[config.mk]
export PLATFORM = sky130hd
export DESIGN_NAME = axis_vid_box_overlay
export DESIGN_NICKNAME = d
export VERILOG_FILES = /design/src/rtl/vid_pkg.sv /design/src/rtl/axis_skid_buf.sv /design/src/rtl/axis_vid_box_overlay.sv
export SDC_FILE = /design/constraint.sdc
export NUM_CORES = 1
export LEC_CHECK = 0
export ABC_AREA = 1
export BUFFER_PORTS_ARGS = -buffer_cell sky130_fd_sc_hd__clkbuf_2
export CAP_MARGIN = 20
export CORE_ASPECT_RATIO = 0.9
export CORE_UTILIZATION = 50
export DETAILED_ROUTE_END_ITERATION = 7
export PLACE_DENSITY = 0.67
export SLEW_MARGIN = 20
export SYNTH_ARGS = -nofsm -noshare
export SYNTH_HDL_FRONTEND = slang
export SYNTH_SLANG_ARGS = --single-unit
[constraint.sdc]
create_clock -name clk -period 7.18 [get_ports clk]
set_clock_uncertainty 0.1 [all_clocks]
set_input_delay 0.718 -clock clk [delete_from_list [all_inputs] [get_ports clk]]
set_output_delay 0.718 -clock clk [all_outputs]
set_load 0.03 [all_outputs]
[src/rtl/vid_pkg.sv]
// Shared types and default geometry for the video box-overlay stage.
package vid_pkg;

  localparam int DEF_DATAW = 24;
  localparam int DEF_SCRW  = 1920;
  localparam int DEF_SCRH  = 1080;
  localparam int DEF_CNTW  = 13;

  typedef logic [DEF_CNTW-1:0] coord_t;

  typedef enum logic {
    WAIT_SOF,
    ACTIVE
  } vid_state_t;

endpackage

[src/rtl/axis_skid_buf.sv]
// Two-entry AXI-Stream skid buffer whose head entry is the registered output beat.
module axis_skid_buf #(
  parameter int W = 26
) (
  input  logic         clk,
  input  logic         rstn,
  input  logic [W-1:0] s_data,
  input  logic         s_valid,
  output logic         s_ready,
  output logic [W-1:0] m_data,
  output logic         m_valid,
  input  logic         m_ready
);

  logic [W-1:0] data0;
  logic [W-1:0] data1;
  logic [1:0]   count;
  logic         ready_q;
  logic         in_fire;
  logic         out_fire;

  // Ready depends only on registered occupancy, so there is no path from m_ready.
  assign s_ready  = ready_q & (count != 2'd2);
  assign m_valid  = (count != 2'd0);
  assign m_data   = data0;
  assign in_fire  = s_valid & s_ready;
  assign out_fire = m_valid & m_ready;

  always_ff @(posedge clk) begin
    if (!rstn) begin
      count   <= 2'd0;
      data0   <= '0;
      data1   <= '0;
      ready_q <= 1'b0;
    end else begin
      ready_q <= 1'b1;
      count   <= count + {1'b0, in_fire} - {1'b0, out_fire};
      if (in_fire && (count == 2'd0 || (count == 2'd1 && out_fire))) begin
        data0 <= s_data;
      end else if (out_fire && count == 2'd2) begin
        data0 <= data1;
      end
      if (in_fire && count == 2'd1 && !out_fire) begin
        data1 <= s_data;
      end
    end
  end

endmodule

[src/rtl/axis_vid_box_overlay.sv]
// Tracks pixel position in an AXI-Stream video frame, checks line/frame framing
// and paints a one-pixel box outline before handing beats to the output skid.
module axis_vid_box_overlay
  import vid_pkg::*;
#(
  parameter int DATAW = DEF_DATAW,
  parameter int SCRW  = DEF_SCRW,
  parameter int SCRH  = DEF_SCRH,
  parameter int CNTW  = DEF_CNTW
) (
  input  logic             clk,
  input  logic             rstn,
  input  logic             en,
  input  logic [CNTW-1:0]  box_x,
  input  logic [CNTW-1:0]  box_y,
  input  logic [CNTW-1:0]  box_w,
  input  logic [CNTW-1:0]  box_h,
  input  logic [DATAW-1:0] box_color,
  input  logic [DATAW-1:0] s_axis_tdata,
  input  logic             s_axis_tvalid,
  input  logic             s_axis_tuser,
  input  logic             s_axis_tlast,
  output logic             s_axis_tready,
  output logic [DATAW-1:0] m_axis_tdata,
  output logic             m_axis_tvalid,
  output logic             m_axis_tuser,
  output logic             m_axis_tlast,
  input  logic             m_axis_tready,
  output logic             err_eol_early,
  output logic             err_eol_late,
  output logic             err_sof_early,
  output logic [15:0]      frame_cnt
);

  localparam logic [CNTW-1:0] LAST_X = CNTW'(SCRW - 1);
  localparam logic [CNTW-1:0] LAST_Y = CNTW'(SCRH - 1);

  vid_state_t       state, state_n;
  logic [CNTW-1:0]  x_q, y_q, x_n, y_n, cx, cy;
  logic [CNTW-1:0]  shd_x, shd_y, shd_w, shd_h;
  logic [CNTW-1:0]  eff_x, eff_y, eff_w, eff_h;
  logic [DATAW-1:0] shd_color, eff_color, pix;
  logic [CNTW:0]    px, py, bx, by, x2, y2;
  logic             in_ready, accept, sof, take, forward;
  logic             eol_early, eol_late, sof_early;
  logic             on_h, on_v, box_on;
  logic [DATAW+1:0] out_data;

  assign s_axis_tready = in_ready;
  assign accept  = s_axis_tvalid & in_ready;
  assign sof     = accept & s_axis_tuser;
  assign take    = (state == ACTIVE) | s_axis_tuser;
  assign forward = accept & take;

  // A SOF beat belongs to the new frame, so it already uses the fresh box settings.
  assign eff_x     = sof ? box_x     : shd_x;
  assign eff_y     = sof ? box_y     : shd_y;
  assign eff_w     = sof ? box_w     : shd_w;
  assign eff_h     = sof ? box_h     : shd_h;
  assign eff_color = sof ? box_color : shd_color;

  assign cx = s_axis_tuser ? '0 : x_q;
  assign cy = s_axis_tuser ? '0 : y_q;

  assign px = {1'b0, cx};
  assign py = {1'b0, cy};
  assign bx = {1'b0, eff_x};
  assign by = {1'b0, eff_y};
  assign x2 = bx + {1'b0, eff_w} - (CNTW+1)'(1);
  assign y2 = by + {1'b0, eff_h} - (CNTW+1)'(1);

  assign on_h   = ((py == by) || (py == y2)) && (px >= bx) && (px <= x2);
  assign on_v   = ((px == bx) || (px == x2)) && (py >= by) && (py <= y2);
  assign box_on = (eff_w != '0) && (eff_h != '0) && (on_h || on_v);
  assign pix    = (en && box_on) ? eff_color : s_axis_tdata;

  always_ff @(posedge clk) begin
    if (!rstn) begin
      state         <= WAIT_SOF;
      x_q           <= '0;
      y_q           <= '0;
      shd_x         <= '0;
      shd_y         <= '0;
      shd_w         <= '0;
      shd_h         <= '0;
      shd_color     <= '0;
      err_eol_early <= 1'b0;
      err_eol_late  <= 1'b0;
      err_sof_early <= 1'b0;
      frame_cnt     <= '0;
    end else begin
      state         <= state_n;
      x_q           <= x_n;
      y_q           <= y_n;
      err_eol_early <= eol_early;
      err_eol_late  <= eol_late;
      err_sof_early <= sof_early;
      if (sof) begin
        shd_x     <= box_x;
        shd_y     <= box_y;
        shd_w     <= box_w;
        shd_h     <= box_h;
        shd_color <= box_color;
        frame_cnt <= frame_cnt + 16'd1;
      end
    end
  end

  // SOF restarts the position first; line-end handling then runs on the restarted x.
  always_comb begin
    state_n   = state;
    x_n       = x_q;
    y_n       = y_q;
    eol_early = 1'b0;
    eol_late  = 1'b0;
    sof_early = 1'b0;
    if (forward) begin
      state_n = ACTIVE;
      if (state == ACTIVE && s_axis_tuser) sof_early = 1'b1;
      if (s_axis_tlast || cx == LAST_X) begin
        eol_early = s_axis_tlast && (cx != LAST_X);
        eol_late  = !s_axis_tlast;
        x_n       = '0;
        y_n       = cy + CNTW'(1);
        if (cy == LAST_Y) state_n = WAIT_SOF;
      end else begin
        x_n = cx + CNTW'(1);
        y_n = cy;
      end
    end
  end

  axis_skid_buf #(
    .W(DATAW + 2)
  ) u_skid (
    .clk     (clk),
    .rstn    (rstn),
    .s_data  ({s_axis_tuser, s_axis_tlast, pix}),
    .s_valid (s_axis_tvalid & take),
    .s_ready (in_ready),
    .m_data  (out_data),
    .m_valid (m_axis_tvalid),
    .m_ready (m_axis_tready)
  );

  assign {m_axis_tuser, m_axis_tlast, m_axis_tdata} = out_data;

endmodule

# Yosys cells after proc, flatten, opt, wreduce, memory -nomap -nowiden
# Cells that the tools add are included.
[word_totals]
register_bits = 177
input_bits = 107
out_inout_bits = 47
word_cells = 91
[classes]
n_addsub = 9
n_lt_le_gt_ge = 4
n_eq_ne = 10
mux = 16
n_bitwise = 8
reduce_logical = 28
[op_table]
columns = ["op", "count"]
rows = [
  ["$mux 13", 8],
  ["$mux 26", 2],
  ["$mux 24", 2],
  ["$add 13x13->14", 2],
  ["$eq 13x14->1", 2],
  ["$le 13x14->1", 2],
  ["$sub 14x1->14 const B", 2],
  ["$add 13x1->13 const B", 2],
  ["$eq 13x11->1 const B", 2],
  ["$eq 13x13->1", 2],
  ["$ge 13x13->1", 2],
  ["$reduce_bool 13->1", 2],
  ["$add 16x1->16 const B", 1],
  ["$logic_and 1x1->1", 14],
  ["$ne 13x11->1 const B", 1],
  ["$and 1x1->1", 7],
  ["$logic_or 1x1->1", 5],
  ["$mux 1", 4],
  ["$reduce_bool 2->1", 2],
  ["$reduce_and 3->1", 1],
  ["$add 2x1->2", 1],
  ["$eq 2x1->1 const B", 1],
  ["$eq 2x2->1 const B", 1],
  ["$logic_not 1->1", 2],
  ["5 further kinds", 5],
]

# Longest topological paths before layout
# Gate-level depths: netlist of the first run.
[depth]
ltp_word = 16
depth_mapped = 42
depth_no_buf = 37

# Hierarchy
# A second synthesis of the first run with hierarchy kept.
[unflattened]
cells_unflattened = 1629
hier_area_um2 = 11373.4
[modules_own_cells]
columns = ["module", "n_inst", "cells_each", "area_each_um2", "seq_area_each_um2"]
rows = [
  ["axis_vid_box_overlay", 1, 1237, 8567.0, 2442.3],
  ["axis_skid_buf", 1, 392, 2806.4, 1101.1],
]

# Worst setup path after synthesis of the first run
# OpenSTA, ideal clock, no wires.
[synth_timing]
path_kind = "in2reg"
startpoint = "input s_axis_tvalid"
endpoint = "register u_skid.data0[22] (netlist: u_skid.m_data[22])"
setup_time_ps = 132
arrival_time_ps = 5465
required_ps = 6948
setup_slack_ps = 1483
cell_stages = 38
path_buffers = 7
path_cell_list = "nand4_4 -> buf_4 -> buf_2 -> buf_2 -> buf_2 -> buf_2 -> mux2i_1 -> ha_1 -> inv_1 -> ha_1 -> nand2_1 -> nor2_1 -> a211oi_1 -> o21ai_0 -> nand2_1 -> nand2_1 -> a21oi_1 -> o21ai_0 -> [2 not listed] -> a21oi_1 -> xor2_1 -> ha_1 -> nand3_1 -> o21ai_0 -> nand2_1 -> nand2_1 -> nand2_1 -> nand2_1 -> clkinv_1 -> nand2_1 -> nand2_1 -> buf_4 -> buf_4 -> nand3_1 -> nand3_1 -> nand2_1 -> a21oi_1"
[synth_via]
elab_chain_len = 14
elab_cells_between_ends = 37
cone_classes = "4 x add/sub; 4 x order compare; 4 x eq/ne; 7 x mux; 4 x bitwise; 14 x reduce/logical"
[synth_lines]
columns = ["element", "line_no", "source"]
rows = [
  ["from (decl)", "axis_vid_box_overlay.sv:20", "input logic s_axis_tvalid,"],
  ["branches (longest 14 deep; another with $add 13x13->14)", "--", ""],
  ["to (signal assigned)", "axis_skid_buf.sv:39", "data0 <= s_data;"],
  ["to (signal assigned)", "axis_skid_buf.sv:41", "data0 <= data1;"],
  ["to (decl)", "axis_skid_buf.sv:15", "logic [W-1:0] data0;"],
]
# Several ways; the timed one is not identified.
# A chain may end at the register's enable or synchronous reset.

# Worst setup path in the final report of the first run
[layout_timing]
startpoint = "register u_skid.count[1]"
endpoint = "register u_skid.data1[14]"
[layout_via]
elab_chain_len = 15
elab_cells_between_ends = 41
cone_classes = "4 x add/sub; 4 x order compare; 6 x eq/ne; 6 x mux; 5 x bitwise; 16 x reduce/logical"
[layout_lines]
columns = ["element", "line_no", "source"]
rows = [
  ["from (decl)", "axis_skid_buf.sv:17", "logic [1:0] count;"],
  ["from (signal assigned)", "axis_skid_buf.sv:37", "count <= count + {1'b0, in_fire} - {1'b0, out_fire};"],
  ["branches (longest 15 deep; another with $add 13x13->14)", "--", ""],
  ["to (signal assigned)", "axis_skid_buf.sv:44", "data1 <= s_data;"],
  ["to (decl)", "axis_skid_buf.sv:16", "logic [W-1:0] data1;"],
]
# Several ways; the timed one is not identified.

==> results of run 1 <==
-- path summary, 6_finish.rpt --
check                    from                to  slack [ns]  cells past startpoint
max           u_skid.count[1]  u_skid.data1[14]        0.99                     35
min          u_skid.data1[24]  u_skid.data1[24]        0.35                      2
max reg2reg   u_skid.count[1]  u_skid.data1[14]        0.99                     35
min reg2reg  u_skid.data1[24]  u_skid.data1[24]        0.35                      2
-- registers in the layout (all words and copies together), names as in the netlist --
name,flops
u_skid.data1,26
u_skid.m_data,26
shd_color,24
frame_cnt,16
shd_h,13
shd_w,13
shd_x,13
shd_y,13
x_q,13
y_q,13
u_skid.count,2
err_eol_early,1
err_eol_late,1
err_sof_early,1
state,1
u_skid.ready_q,1
-- Yosys cell counts, types with 6 or more instances --
library cell    n
or2_2          25
nand3_1        76
o21a_1          6
ha_1           97
a31oi_1         6
and3_1          7
xor2_1         19
a21oi_1       126
clkbuf_1       38
o21ai_0        85
inv_1         239
buf_2           9
nand2_1       256
inv_2           6
o21ai_1        23
buf_4           7
dfxtp_1       177
nand4_1        21
or2_1           7
nand3b_1        6
xnor2_1        11
nor3_1         31
nor2_1        154
mux2i_1        39
-- worst max-delay path, delay by kind of cell (launching register included) --
| family | cells | cell delay, ns |
|---|---|---|
| flip-flops | 1 | 0.47 |
| adder cells (fa/ha/maj) | 3 | 0.87 |
| AO/OA/AOI/OAI | 6 | 1.13 |
| AND/OR/NAND/NOR | 18 | 1.93 |
| XOR/XNOR | 1 | 0.11 |
| multiplexers | 1 | 0.41 |
| buffers and inverters | 6 | 1.04 |
-- layout by cell type (no fill, tap or decap), types with 21 or more instances in the layout --
cell type  synthesis  final
nand4_1           21     21
o21ai_1           23     23
a21oi_1          126    126
nand2_1          256    256
ha_1              97     97
nand3_1           76     76
or2_2             25     25
nor3_1            31     31
mux2i_1           39     39
o21ai_0           85     85
dfxtp_1          177    177
clkbuf_2           0    153
nor2_1           154    154
inv_1            239    239
-- power by group through the flow --
stage | Sequential [mW] | Clock [mW] | Combinational [mW]
global route | 1.09 | 1.00 | 1.34
detailed placement | 1.10 | 0 | 1.18
global placement | 1.10 | 0 | 1.15
finish | 1.08 | 0.941 | 1.18
CTS | 1.08 | 0.956 | 1.19
floorplan | 1.14 | 0 | 0.851
-- cell type report --
class / count / area, sq um
Clock buffer: 17 / 425
Fill cell: 2010 / 8630
Inverter: 247 / 930
Multi-Input combinational cell: 1035 / 5960
Tap cell: 286 / 358
Sequential cell: 177 / 3540
Clock inverter: 15 / 165
Timing Repair Buffer: 166 / 876
-- layer usage --
metal	vias up	global-route usage	wire, microns	share of wire
met3	26	0.0397	1280	0.047
met1	4456	0.355	13500	0.50
met2	236	0.404	12100	0.44
met5	-	0	0	0
met4	0	0.0619	343	0.013
li1	5155	-	-	-
-- cells by family (layout without fill, tap and decap cells) --
family / after synthesis / in the layout / synth area share
buffers and inverters: 304 / 445 / 0.111
AO/OA/AOI/OAI: 270 / 270 / 0.135
multiplexers: 39 / 39 / 0.0365
XOR/XNOR: 30 / 30 / 0.0246
adder cells (fa/ha/maj): 99 / 99 / 0.117
AND/OR/NAND/NOR: 597 / 597 / 0.245
flip-flops: 177 / 177 / 0.331
-- metrics by stage --
stage	power, mW	area, sq um	worst slack, ns
after floorplan	1.99	10700	1.48
after global placement	2.25	11700	0.724
after detailed placement	2.28	11700	0.653
after CTS	3.22	12300	0.987
after global routing	3.43	12300	0.412
final	3.20	12300	0.985
==> impl_metrics.toml, run 1 <==
[power_and_ir_drop]
power_density_mw_per_mm2 = 261
combPwrFrac = 0.369
peakVddDrop_v = 0.000148
power_frac_clock = 0.294
p_sw_mw = 1.24
switching_share = 0.386
internal_power_mw = 1.97
seq_power_share = 0.337
leakagePower_nw = 6.28

[clocking]
clk_latency_ns = 0.44
clk_path_buf_depth = 2
h-tree-depth = 4
cts_hold_buf = 0
clk_pin_slew_ns = 0.08
post_cts_buffers = 0
cts-buffers-inserted = 17
cts_resized = 0
cts_root_buffer = "clkbuf_16"
cts_sinks = 177
cts_tree = "yes"

[timing]
drv_slew = 0
maxSlewHeadroom = 0.310
fin_tns_setup_ns = 0
worst_pin_slew_ns = 1.04
hold-worst-slack_ns = 0.353
max_freq_mhz = 161
hold_viol_final = 0
period_share = 0.863
finalCriticalPeriod_ns = 6.19
setup-violations-final = 0
rsz0062_at_grt = "no"

[drt]
via_count = 9873
avgRoutedWirePerCell_microns = 14.0
first_pass_iters = 5
routed_via_density = 5.08
ant_nets = 0
drc = 0
wirelength_microns = 27200
drt_iter0_drc = 721

[synthesis]
syn_area_sq_mm = 0.0107
syn_nets = 1722
avgSynthCellArea_sq_um = 7.05
synth_cells = 1516
synth-seq-cells = 177
yosys.area.top_type = "dfxtp_1"
synth_top_area_frac = 0.331
yosysSeqAreaShare = 0.331
synth_cell_types = 45
synth-async-reset-ratio = 0
ys.flop_type = "dfxtp_1"
yosysWarnings = 0
synth_area_leaders = "dfxtp_1 (33%), ha_1 (11%), nand2_1 (9.0%)"
synth_edf_count = 0

[setup_path]
crit_required_ns = 7.42
worstSetupPathType = "reg -> reg"
cp_common_cell = "nand2_1"
startpoint_type = "flop"
max_stage_delay_ns = 0.47
end_kind = "flop"
worstPathArrival_ns = 6.43
cp_max_fo = 42
crit_slowest_cell = "dfxtp_1"

[final_layout]
nets = 1850
syn_to_final_growth_pct = 14.7
layout-drive-gt1-share = 0.144
final_cells = 1943
antenna_cells = 0
fin_util = 0.587

[global_route]
grt_antenna_before_repair = 0
grt_use_total = 0.253
grt_max_degree = 93
grt_overflow = 0
grt_pass1_wl_microns = 44200
grt_pass1_vias = 8962

[place]
post-dp-hpwl_microns = 20200
dp.cells = 1911
io_buffers = 153
gp_congestion = 0.883

[status]
status = "completed"

[die]
io_pins = 154
core_area_sq_mm = 0.0209
initial_core_util = 0.512
num_rows = 50
die_area_sq_mm = 0.0220
fp.dieH_microns = 141
fp.dieW_microns = 156

[min_path]
hp-class = "reg -> reg"

[flow_run]
drv_cap = 0
(Power assumes the default switching activity.)
==> inputs of run 2 (changes only) <==
- CORE_UTILIZATION: 50 -> 45
- PLACE_DENSITY: 0.67 -> 0.61
==> run 2 against run 1 <==
Total power decreased by 0.73%. Sequential power about the same. Die area increased by 11%. Via count increased by 0.49%. Count of clock-buffer cells in the layout unchanged. Hold slack improved by 0.0068 ns. Largest power group unchanged. Highest routed layer unchanged.
==> impl_metrics.toml, run 2 (synthesis results as in run 1) <==
[power_and_ir_drop]
switching_share = 0.393
p_sw_mw = 1.25
leakagePower_nw = 6.27
power_density_mw_per_mm2 = 259
power_frac_clock = 0.288
peakVddDrop_v = 0.000145
seq_power_share = 0.339
internal_power_mw = 1.93
combPwrFrac = 0.373

[clocking]
cts_hold_buf = 0
clk_path_buf_depth = 2
cts-buffers-inserted = 17
post_cts_buffers = 0
cts_resized = 0
h-tree-depth = 4
clk_pin_slew_ns = 0.08
cts_tree = "yes"
cts_root_buffer = "clkbuf_16"
clk_latency_ns = 0.44
cts_sinks = 177

[final_layout]
layout-drive-gt1-share = 0.144
regArea_sq_mm = 0.00354
antenna_cells = 0
syn_to_final_growth_pct = 14.6
n_fill_cell = 2337
nets = 1850
final_cell_mix = "nand2_1 (256), inv_1 (239), dfxtp_1 (177)"
final_cells = 1959
layout_commonest_cell = "nand2_1"
multi_input_area_sq_mm = 0.00596

[place]
gp_congestion = 0.868
post-dp-hpwl_microns = 21000
dp.cells = 1927
io_buffers = 153

[die]
num_rows = 53
fp.dieH_microns = 148
initial_core_util = 0.458
io_pins = 154
fp.dieW_microns = 164
core_area_sq_mm = 0.0233
die_area_sq_mm = 0.0244

[setup_path]
cp_max_fo = 38
r2r-start = "u_skid.count[1]"
reg2reg_to = "u_skid.m_data[4]"
crit_required_ns = 7.44
end_kind = "flop"
cp-startpoint = "u_skid.count[1]"
crit_slowest_cell = "dfxtp_1"
max_stage_delay_ns = 0.45
worstSetupPathType = "reg -> reg"
r2r_cells = 35
worstPathArrival_ns = 6.42
startpoint_type = "flop"
rrSetupSlack_ns = 1.02
cp_common_cell = "nand2_1"

[drt]
wl_met1_microns = 14200
first_pass_iters = 5
dr.max_layer_used = "met4"
ant_nets = 0
routed_via_density = 5.06
wl_met3_microns = 1430
met2_length_microns = 12300
via_count = 9921
avgRoutedWirePerCell_microns = 14.4
drt_iter0_drc = 716
wirelength_microns = 28300
drc = 0

[timing]
setup-violations-final = 0
finalCriticalPeriod_ns = 6.16
worst_pin_slew_ns = 0.849
max_freq_mhz = 162
fin_tns_setup_ns = 0
period_share = 0.858
hold_viol_final = 0
drv_slew = 0
maxSlewHeadroom = 0.433
rsz0062_at_grt = "no"

[global_route]
grt_antenna_before_repair = 0
grt_max_degree = 105
grt_pass1_wl_microns = 46400
grt_overflow = 0
grt_use_total = 0.241
grt_pass1_vias = 9303

[status]
status = "completed"

[min_path]
min-delay-start = "u_skid.data1[24]"
hold_depth = 2
hold_end = "u_skid.data1[24]"
hp-class = "reg -> reg"

[flow_run]
drv_cap = 0
==> run 2: area by class of cell <==
cell class | count | area share
multi-input cells | 1035 | 0.487
flip-flops and latches | 177 | 0.289
inverters | 247 | 0.0761
repair buffers | 166 | 0.0705
clock buffers | 17 | 0.0347
well taps | 302 | 0.0308
clock inverters | 15 | 0.0122
==> run 2: metrics by stage <==
stage               worst slack, ns  hold WS (ns)  power (mW)  instance area, sq um  utilization
floorplan                      1.48         0.323        1.99                 10700            -
global placement              0.884         0.334        2.26                 11700        0.500
detailed placement            0.838         0.351        2.28                 11700        0.500
CTS                           0.965         0.363        3.20                 12300        0.525
global route                  0.367         0.382        3.42                 12300        0.525
finish                         1.02         0.360        3.18                 12300        0.525
==> run 2: worst max-delay path by stage <==
stage / to / depth (start not counted)
after floorplan: u_skid.m_data[22] / 38
final: u_skid.m_data[4] / 35
after detailed placement: u_skid.m_data[4] / 36
after CTS: u_skid.m_data[4] / 35
after global routing: u_skid.m_data[4] / 35
after global placement: u_skid.data1[3] / 35
==> run 2: power groups by stage <==
stage / clock network, mW / logic, mW / registers (mW)
3_3_place_gp: 0 / 1.16 / 1.10
4_1_cts: 0.933 / 1.19 / 1.08
6_report: 0.915 / 1.19 / 1.08
3_5_place_dp: 0 / 1.18 / 1.10
5_1_grt: 0.973 / 1.36 / 1.09
2_1_floorplan: 0 / 0.851 / 1.14
==> run 2: metal layers <==
metal,vias up,GRT usage
met3,25,0.0363
met1,4503,0.345
met2,222,0.378
li1,5171,-
met5,-,0
met4,0,0.0564
==> run 2: critical path, delay by kind of cell, from the launching register on <==
family / cells / cell delay (ns)
DFF: 1 / 0.45
buffers and inverters: 5 / 1.04
muxes: 1 / 0.45
xor gates and xnor gates: 1 / 0.18
adders and majority gates: 3 / 0.85
and+or+nand+nor: 16 / 1.29
AOI/OAI and AO/OA: 9 / 1.68
